## src/rtl/cadence_torque_cond.sv

```systemverilog
// Sensor-conditioning front end: synchronizes the crank pulse, counts pedal edges per
// fixed window, and exponentially averages raw torque samples for the assist path.
module cadence_torque_cond #(
  parameter bit FAST_SIM = 1'b0
) (
  input  logic        clk,
  input  logic        rst,
  input  logic        cadence_raw,
  input  logic [11:0] torque,
  input  logic        torque_vld,
  output logic [11:0] avg_torque,
  output logic [4:0]  cadence,
  output logic        not_pedaling,
  output logic        cadence_upd
);

  localparam int WIN_W = FAST_SIM ? 12 : 24;
  localparam logic [WIN_W-1:0] WIN_ONE = WIN_W'(1);

  logic             sync1_q, sync1_d;
  logic             sync2_q, sync2_d;
  logic             hist_q, hist_d;
  logic [WIN_W-1:0] win_q, win_d;
  logic [4:0]       cnt_q, cnt_d;
  logic [4:0]       cadence_q, cadence_d;
  logic             np_q, np_d;
  logic             upd_q, upd_d;
  logic             seed_q, seed_d;
  logic [15:0]      acc_q, acc_d;

  logic             rise;
  logic             terminal;
  logic             np_fall;
  logic [4:0]       cnt_inc;
  logic [16:0]      acc_filt;

  // Crank pulse path: two-flop synchronizer plus a history flop for edge detect.
  always_comb begin
    sync1_d = cadence_raw;
    sync2_d = sync1_q;
    hist_d  = sync2_q;
    rise    = sync2_q & ~hist_q;
  end

  // Window timer, edge counter and window-end register loads.
  always_comb begin
    win_d     = win_q + WIN_ONE;
    terminal  = &win_q;
    cnt_inc   = (rise && (cnt_q != 5'd31)) ? cnt_q + 5'd1 : cnt_q;
    cnt_d     = cnt_inc;
    cadence_d = cadence_q;
    np_d      = np_q;
    upd_d     = 1'b0;
    if (terminal) begin
      // An edge seen in the terminal cycle still belongs to the closing window.
      cadence_d = cnt_inc;
      np_d      = (cnt_inc < 5'd2);
      upd_d     = 1'b1;
      cnt_d     = 5'd0;
    end
    np_fall = np_q & ~np_d;
  end

  // Torque filter: acc tracks 16x the average; the first sample after a seed
  // request replaces the history instead of blending into it.
  always_comb begin
    acc_filt = {1'b0, acc_q} - {5'b0, acc_q[15:4]} + {5'b0, torque};
    acc_d    = acc_q;
    seed_d   = seed_q;
    if (torque_vld) begin
      if (seed_q) begin
        acc_d  = {torque, 4'h0};
        seed_d = 1'b0;
      end else if (acc_filt[16]) begin
        // Unreachable for 12-bit inputs; guards against any future widening.
        acc_d = 16'hFFFF;
      end else begin
        acc_d = acc_filt[15:0];
      end
    end
    // A sample coincident with the fall is filtered; the seed takes the next one.
    if (np_fall) begin
      seed_d = 1'b1;
    end
  end

  always_ff @(posedge clk or posedge rst) begin
    if (rst) begin
      sync1_q   <= 1'b0;
      sync2_q   <= 1'b0;
      hist_q    <= 1'b0;
      win_q     <= '0;
      cnt_q     <= 5'd0;
      cadence_q <= 5'd0;
      np_q      <= 1'b1;
      upd_q     <= 1'b0;
      seed_q    <= 1'b1;
      acc_q     <= 16'h0000;
    end else begin
      sync1_q   <= sync1_d;
      sync2_q   <= sync2_d;
      hist_q    <= hist_d;
      win_q     <= win_d;
      cnt_q     <= cnt_d;
      cadence_q <= cadence_d;
      np_q      <= np_d;
      upd_q     <= upd_d;
      seed_q    <= seed_d;
      acc_q     <= acc_d;
    end
  end

  assign avg_torque   = acc_q[15:4];
  assign cadence      = cadence_q;
  assign not_pedaling = np_q;
  assign cadence_upd  = upd_q;

endmodule
```

## config.mk

```make
export PLATFORM = sky130hd
export DESIGN_NAME = cadence_torque_cond
export DESIGN_NICKNAME = d
export VERILOG_FILES = /design/src/rtl/cadence_torque_cond.sv
export SDC_FILE = /design/constraint.sdc
export NUM_CORES = 1
export LEC_CHECK = 0
export BUFFER_PORTS_ARGS = -buffer_cell sky130_fd_sc_hd__buf_2
export CORE_MARGIN = 2
export CORE_UTILIZATION = 60
export DETAILED_ROUTE_END_ITERATION = 7
export PLACE_DENSITY = 0.83
export SLEW_MARGIN = 20
export SYNTH_ARGS = -nofsm -noshare
export SYNTH_HDL_FRONTEND = slang
export SYNTH_SLANG_ARGS = --single-unit
export TNS_END_PERCENT = 50
```

## constraint.sdc

```tcl
create_clock -name clk -period 5.2 [get_ports clk]
set_clock_uncertainty 0.1 [all_clocks]
set_input_delay 0.26 -clock clk [delete_from_list [all_inputs] [get_ports clk]]
set_output_delay 0.26 -clock clk [all_outputs]
set_load 0.01 [all_outputs]
```

# ---- Yosys cells after proc, flatten, opt, wreduce, memory -nomap -nowiden
# Cells that the tools add are included.
dict set report word_totals {
  mem_count 0
  latch_bits 0
  out_inout_bits 19
  elab_cells 31
  ram_bits 0
  input_bits 16
  romBits 0
  register_bits 56
}
dict set report classes {
  n_shift 0
  magnitude_cmp 1
  eq_ne 1
  bitwise_logic 4
  add_sub_neg 4
  n_reduce_logical 3
  n_div 0
  n_mul 0
  mux 8
}
# op n
set op_table {}
lappend op_table {{2-to-1 mux 16 bit} 2}
lappend op_table {{adder 24 x 1 -> 24 bit (second input constant)} 1}
lappend op_table {{AND reduction 24 bit} 1}
lappend op_table {{adder 17 x 12 -> 17 bit} 1}
lappend op_table {{subtractor 16 x 12 -> 17 bit} 1}
lappend op_table {{2-to-1 mux 5 bit} 2}
lappend op_table {{adder 5 x 1 -> 5 bit (second input constant)} 1}
lappend op_table {{less-than comparator 5 x 2 -> 1 bit (second input constant)} 1}
lappend op_table {{!= test 5 bit (second input constant)} 1}
lappend op_table {{2-to-1 mux 1 bit} 4}
lappend op_table {{bitwise AND 1 bit} 2}
lappend op_table {{inverter 1 bit} 2}
lappend op_table {{nonzero test 2 bit} 1}
lappend op_table {{logical AND 1 bit} 1}

# ---- Longest topological paths before layout
dict set report logic_depth {
  ltp_word 9
  depth_mapped 12
  ltp_nobuf 11
}

# ---- Least setup slack after synthesis
# Ideal clock, no wire load.
dict set report synth_timing {
  kind {flip-flop to flip-flop}
  start {register acc_q[5]}
  end {register acc_q[8]}
  period_less_slack_ns 3.070
  t_required_ns 4.962
  setup_ns 0.138
  n_path_buf 1
  arrival_time_ns 2.831
  path_slack_ns 2.130
  stages_incl_launch_ff 11
  path_cell_list {dfrtp_1 fa_1 inv_1 fa_1 a211oi_2 o211ai_2 a2111oi_4 o221ai_4 buf_6 a211oi_2 o22ai_2}
}
dict set report synth_via {
  elab_chain_len 4
}
# element line
set synth_rtl {}
lappend synth_rtl {{start: declaration} 29} ;# logic [15:0] acc_q, acc_d;
lappend synth_rtl {{start signal: assignment} 98} ;# acc_q <= 16'h0000;
lappend synth_rtl {{start signal: assignment} 109} ;# acc_q <= acc_d;
lappend synth_rtl {{subtractor 16 x 12 -> 17 bit} 67} ;# acc_filt = {1'b0, acc_q} - {5'b0, acc_q[15:4]} + {5'b0, torque};
lappend synth_rtl {{adder 17 x 12 -> 17 bit} 67}
lappend synth_rtl {{2-to-1 mux 16 bit} 74} ;# end else if (acc_filt[16]) begin
lappend synth_rtl {{2-to-1 mux 16 bit} 71} ;# if (seed_q) begin
# Every way passes these cells.
# A chain may end at the register's enable or synchronous reset.

# ---- Final worst setup path
dict set report layout_timing {
  start {register acc_q[9]}
  end {register acc_q[10]}
}
# The elaborated chain is that of the path after synthesis.

==> results by group <==
Critical path
  • Critical path fanouts, max: 15
  • RR Startpoint: acc_q[9]
  • Critical path class: reg2reg
  • WP data required: 5.32 ns
  • Crit end category: flip-flop
  • R2R cell count: 10
  • Reg-to-Reg End: acc_q[10]
  • Arr. time, crit path: 3.52 ns
  • Startpoint types: flip-flop
  • Reg2Reg Setup Slack: around 1.8 ns

STA
  • Tmin final: ~3.4 ns
  • Worst slew pin tran: between 0.8 and 0.9 ns
  • Highest clock rate: 0.294 GHz
  • Fin Setup TNS: 0 ns
  • Crit share post-route: around two thirds
  • Final setup fails: 0
  • Fin. max-slew vios: 0
  • Rel. slew slack: 43.1%
  • Hold Vio Cnt, Final: 0
  • RSZ-0062 raised after global routing: no

GRT
  • First-pass GRT wire length: 13000 um
  • Largest net degree at the start of global routing: 57
  • Initial antenna violation count: 0
  • Total grt overflow: 0
  • GR Util All Layers: 22.6%
  • Vias in the first global route: ~2800

Layout
  • Design Area, Final: slightly above 0.004 mm^2
  • Multi-input combinational cell area: between 0.002 and 0.0025 mm^2
  • Final Instance Count excl. Fillers: around 500
  • Final Util: 67.3%
  • Layout cell share with drive strength beyond 1: 16.9%
  • Fillers: approximately 500
  • Area grow syn2layout: 6.90%
  • Final #Nets: around 470
  • Reg area: ~0.0014 mm^2
  • Antenna Cells: 0

CTS
  • Clock tree from TritonCTS: yes
  • TritonCTS buffer count: 5
  • Clock Root Buffer: clkbuf_8
  • Htree depth: 2
  • Worst-Skew Late Latency: around 0.31 ns
  • CTS Hold Buffers Added: 1
  • Clock sinks: 56
  • CTS Buffer Depth: 2
  • # resized after CTS: 0
  • Post-CTS Setup Bufs: 0
  • Clock transition at path regs: ~0.1 ns

Place
  • DP Area: between 0.003 and 0.004 mm^2
  • DP HPWL: ~5600 um
  • PortBufs: 34
  • Placed cell count: roughly 490
  • GP Congestion: roughly 0.93

Logic synthesis
  • Synthesis warning total: 0
  • Avg Cell Area, Syn: approximately 9.5 um^2
  • Synth Instances: around 400
  • Seq/Total Area, Yosys: a little under two fifths
  • Netlist Area Pre-Place: between 0.003 and 0.004 mm^2
  • Top FF cell, synth: dfrtp_1
  • Post-synth EDFFs: 0
  • Yosys reg bits: 56
  • Asr flop ratio synth: 100%
  • Unique cell type count in the Yosys netlist: 61
  • Syn_nets: between 400 and 500

Detailed routing
  • DRC errors left: 0
  • Final wirelength: ~7400 um
  • Vias/cell: 5.64
  • 1st-iter DRT viols: approximately 130
  • Post-DR wirelength/cell: approximately 15 um
  • Pre-antenna DRT Iters: 4
  • Post-route ant nets: 0
  • DR vias: 2791

Job
  • Max-Cap Viols: 0

Floorplanning
  • Core ar.: about 0.0060 mm^2
  • Die Span Y: 83.5 um
  • Die width: ~83 um
  • DIE AREA: roughly 0.0070 mm^2
  • Initial core utilization: a little over three fifths
  • # IOs: 35
  • Placement row count: 28

Hold path
  • Hold Crit Class: in2async

Run status
  • Status: complete, no violations
sequential cells by signal, summed over array words and instances, names as in the netlist:
name and cells:
not_pedaling 1, sync1_q 1, seed_q 1, cnt_q 5, acc_q 16, cadence_upd 1
cadence 5, hist_q 1, win_q 24, hist_d 1
how the worst max path moves through the flow:
stage                     startpoint         to  slack (ns)  cells past startpoint
after global routing        acc_q[5]   acc_q[9]        1.55                      9
after detailed placement   torque[1]   acc_q[9]        1.81                     11
after floorplan             acc_q[5]   acc_q[8]        2.13                     10
after CTS                   acc_q[5]  acc_q[10]        1.79                      9
final                       acc_q[9]  acc_q[10]        1.80                     10
after global placement     torque[1]   acc_q[9]        1.87                     11
metal layers:
metal | track usage, % | wire length [um] | up-vias
met5 | 0 | 0 | -
met4 | 6.74 | 138 | 0
met3 | 3.26 | 291 | 12
met2 | 39.4 | 3600 | 55
met1 | 29.6 | 3340 | 1350
li1 | - | - | 1374
cell type report:
class / count / share of cell area, %
tap: 75 / 2.32
clock buffer: 5 / 1.70
sequential: 56 / 34.6
timing repair buffer: 36 / 4.63
inverter: 61 / 5.65
multi-input combinational: 259 / 49.9
clock inverter: 3 / 1.17
Yosys cell counts (all sizes together), types with 3 or more instances:
master / count / share of area (%)
a211oi: 4 / 1.1
a21oi: 26 / 4.0
a31oi: 3 / 0.50
and2: 3 / 0.50
and3: 6 / 0.99
and4: 5 / 1.2
buf: 16 / 3.1
clkbuf: 5 / 0.50
dfrtp: 54 / 36
fa: 12 / 6.3
ha: 20 / 6.6
inv: 61 / 6.0
mux2i: 3 / 0.79
nand2: 18 / 1.8
nand3: 19 / 2.6
nand4: 7 / 1.2
nor2: 31 / 3.1
nor3: 4 / 1.1
nor4: 3 / 0.89
o211ai: 4 / 0.92
o21ai: 22 / 3.0
o22ai: 9 / 2.3
xnor2: 24 / 5.5
xor2: 10 / 2.3
metrics by stage:
step	hold slack (ns)	setup slack [ns]
finish	0.0311	1.80
global route	0.0845	1.55
CTS	0.0558	1.79
detailed placement	0.241	1.81
global placement	0.236	1.87
floorplan	0.191	2.13
logic make-up (layout without fill, tap and decap cells):
| kind of cell | Yosys count | after routing | share of synthesized area, % |
|---|---|---|---|
| xor+xnor | 34 | 34 | 7.85 |
| compound gates | 83 | 83 | 16.0 |
| buf+inv | 82 | 105 | 9.64 |
| fa+ha+maj | 32 | 32 | 12.9 |
| flops | 56 | 56 | 37.0 |
| mux | 4 | 4 | 1.09 |
| simple gates | 106 | 106 | 15.4 |
critical path: stages, from the launching register on:
cell      delay [ns]
dfrtp_1         0.41
inv_1           0.08
fa_1            0.50
inv_1           0.04
ha_1            0.42
a21oi_1         0.25
o21ai_2         0.11
or4_4           0.51
o221ai_4        0.49
nor4_1          0.13
a311oi_1        0.27
layout by cell type, fill, tap and decap left out, types with 6 or more instances in the layout:
cell,synthesis,final
inv_1,61,60
dfrtp_1,54,54
buf_2,1,34
nor2_1,30,30
xnor2_1,24,24
a21oi_1,22,22
o21ai_0,20,20
ha_1,20,20
nand2_1,18,18
nand3_1,18,18
fa_1,12,12
xor2_1,10,10
nand4_1,7,7
and3_1,6,6
Power is left out: the tool's default activity adds up to more than one toggle a clock period on the data nets, which glitch-free logic cannot reach.
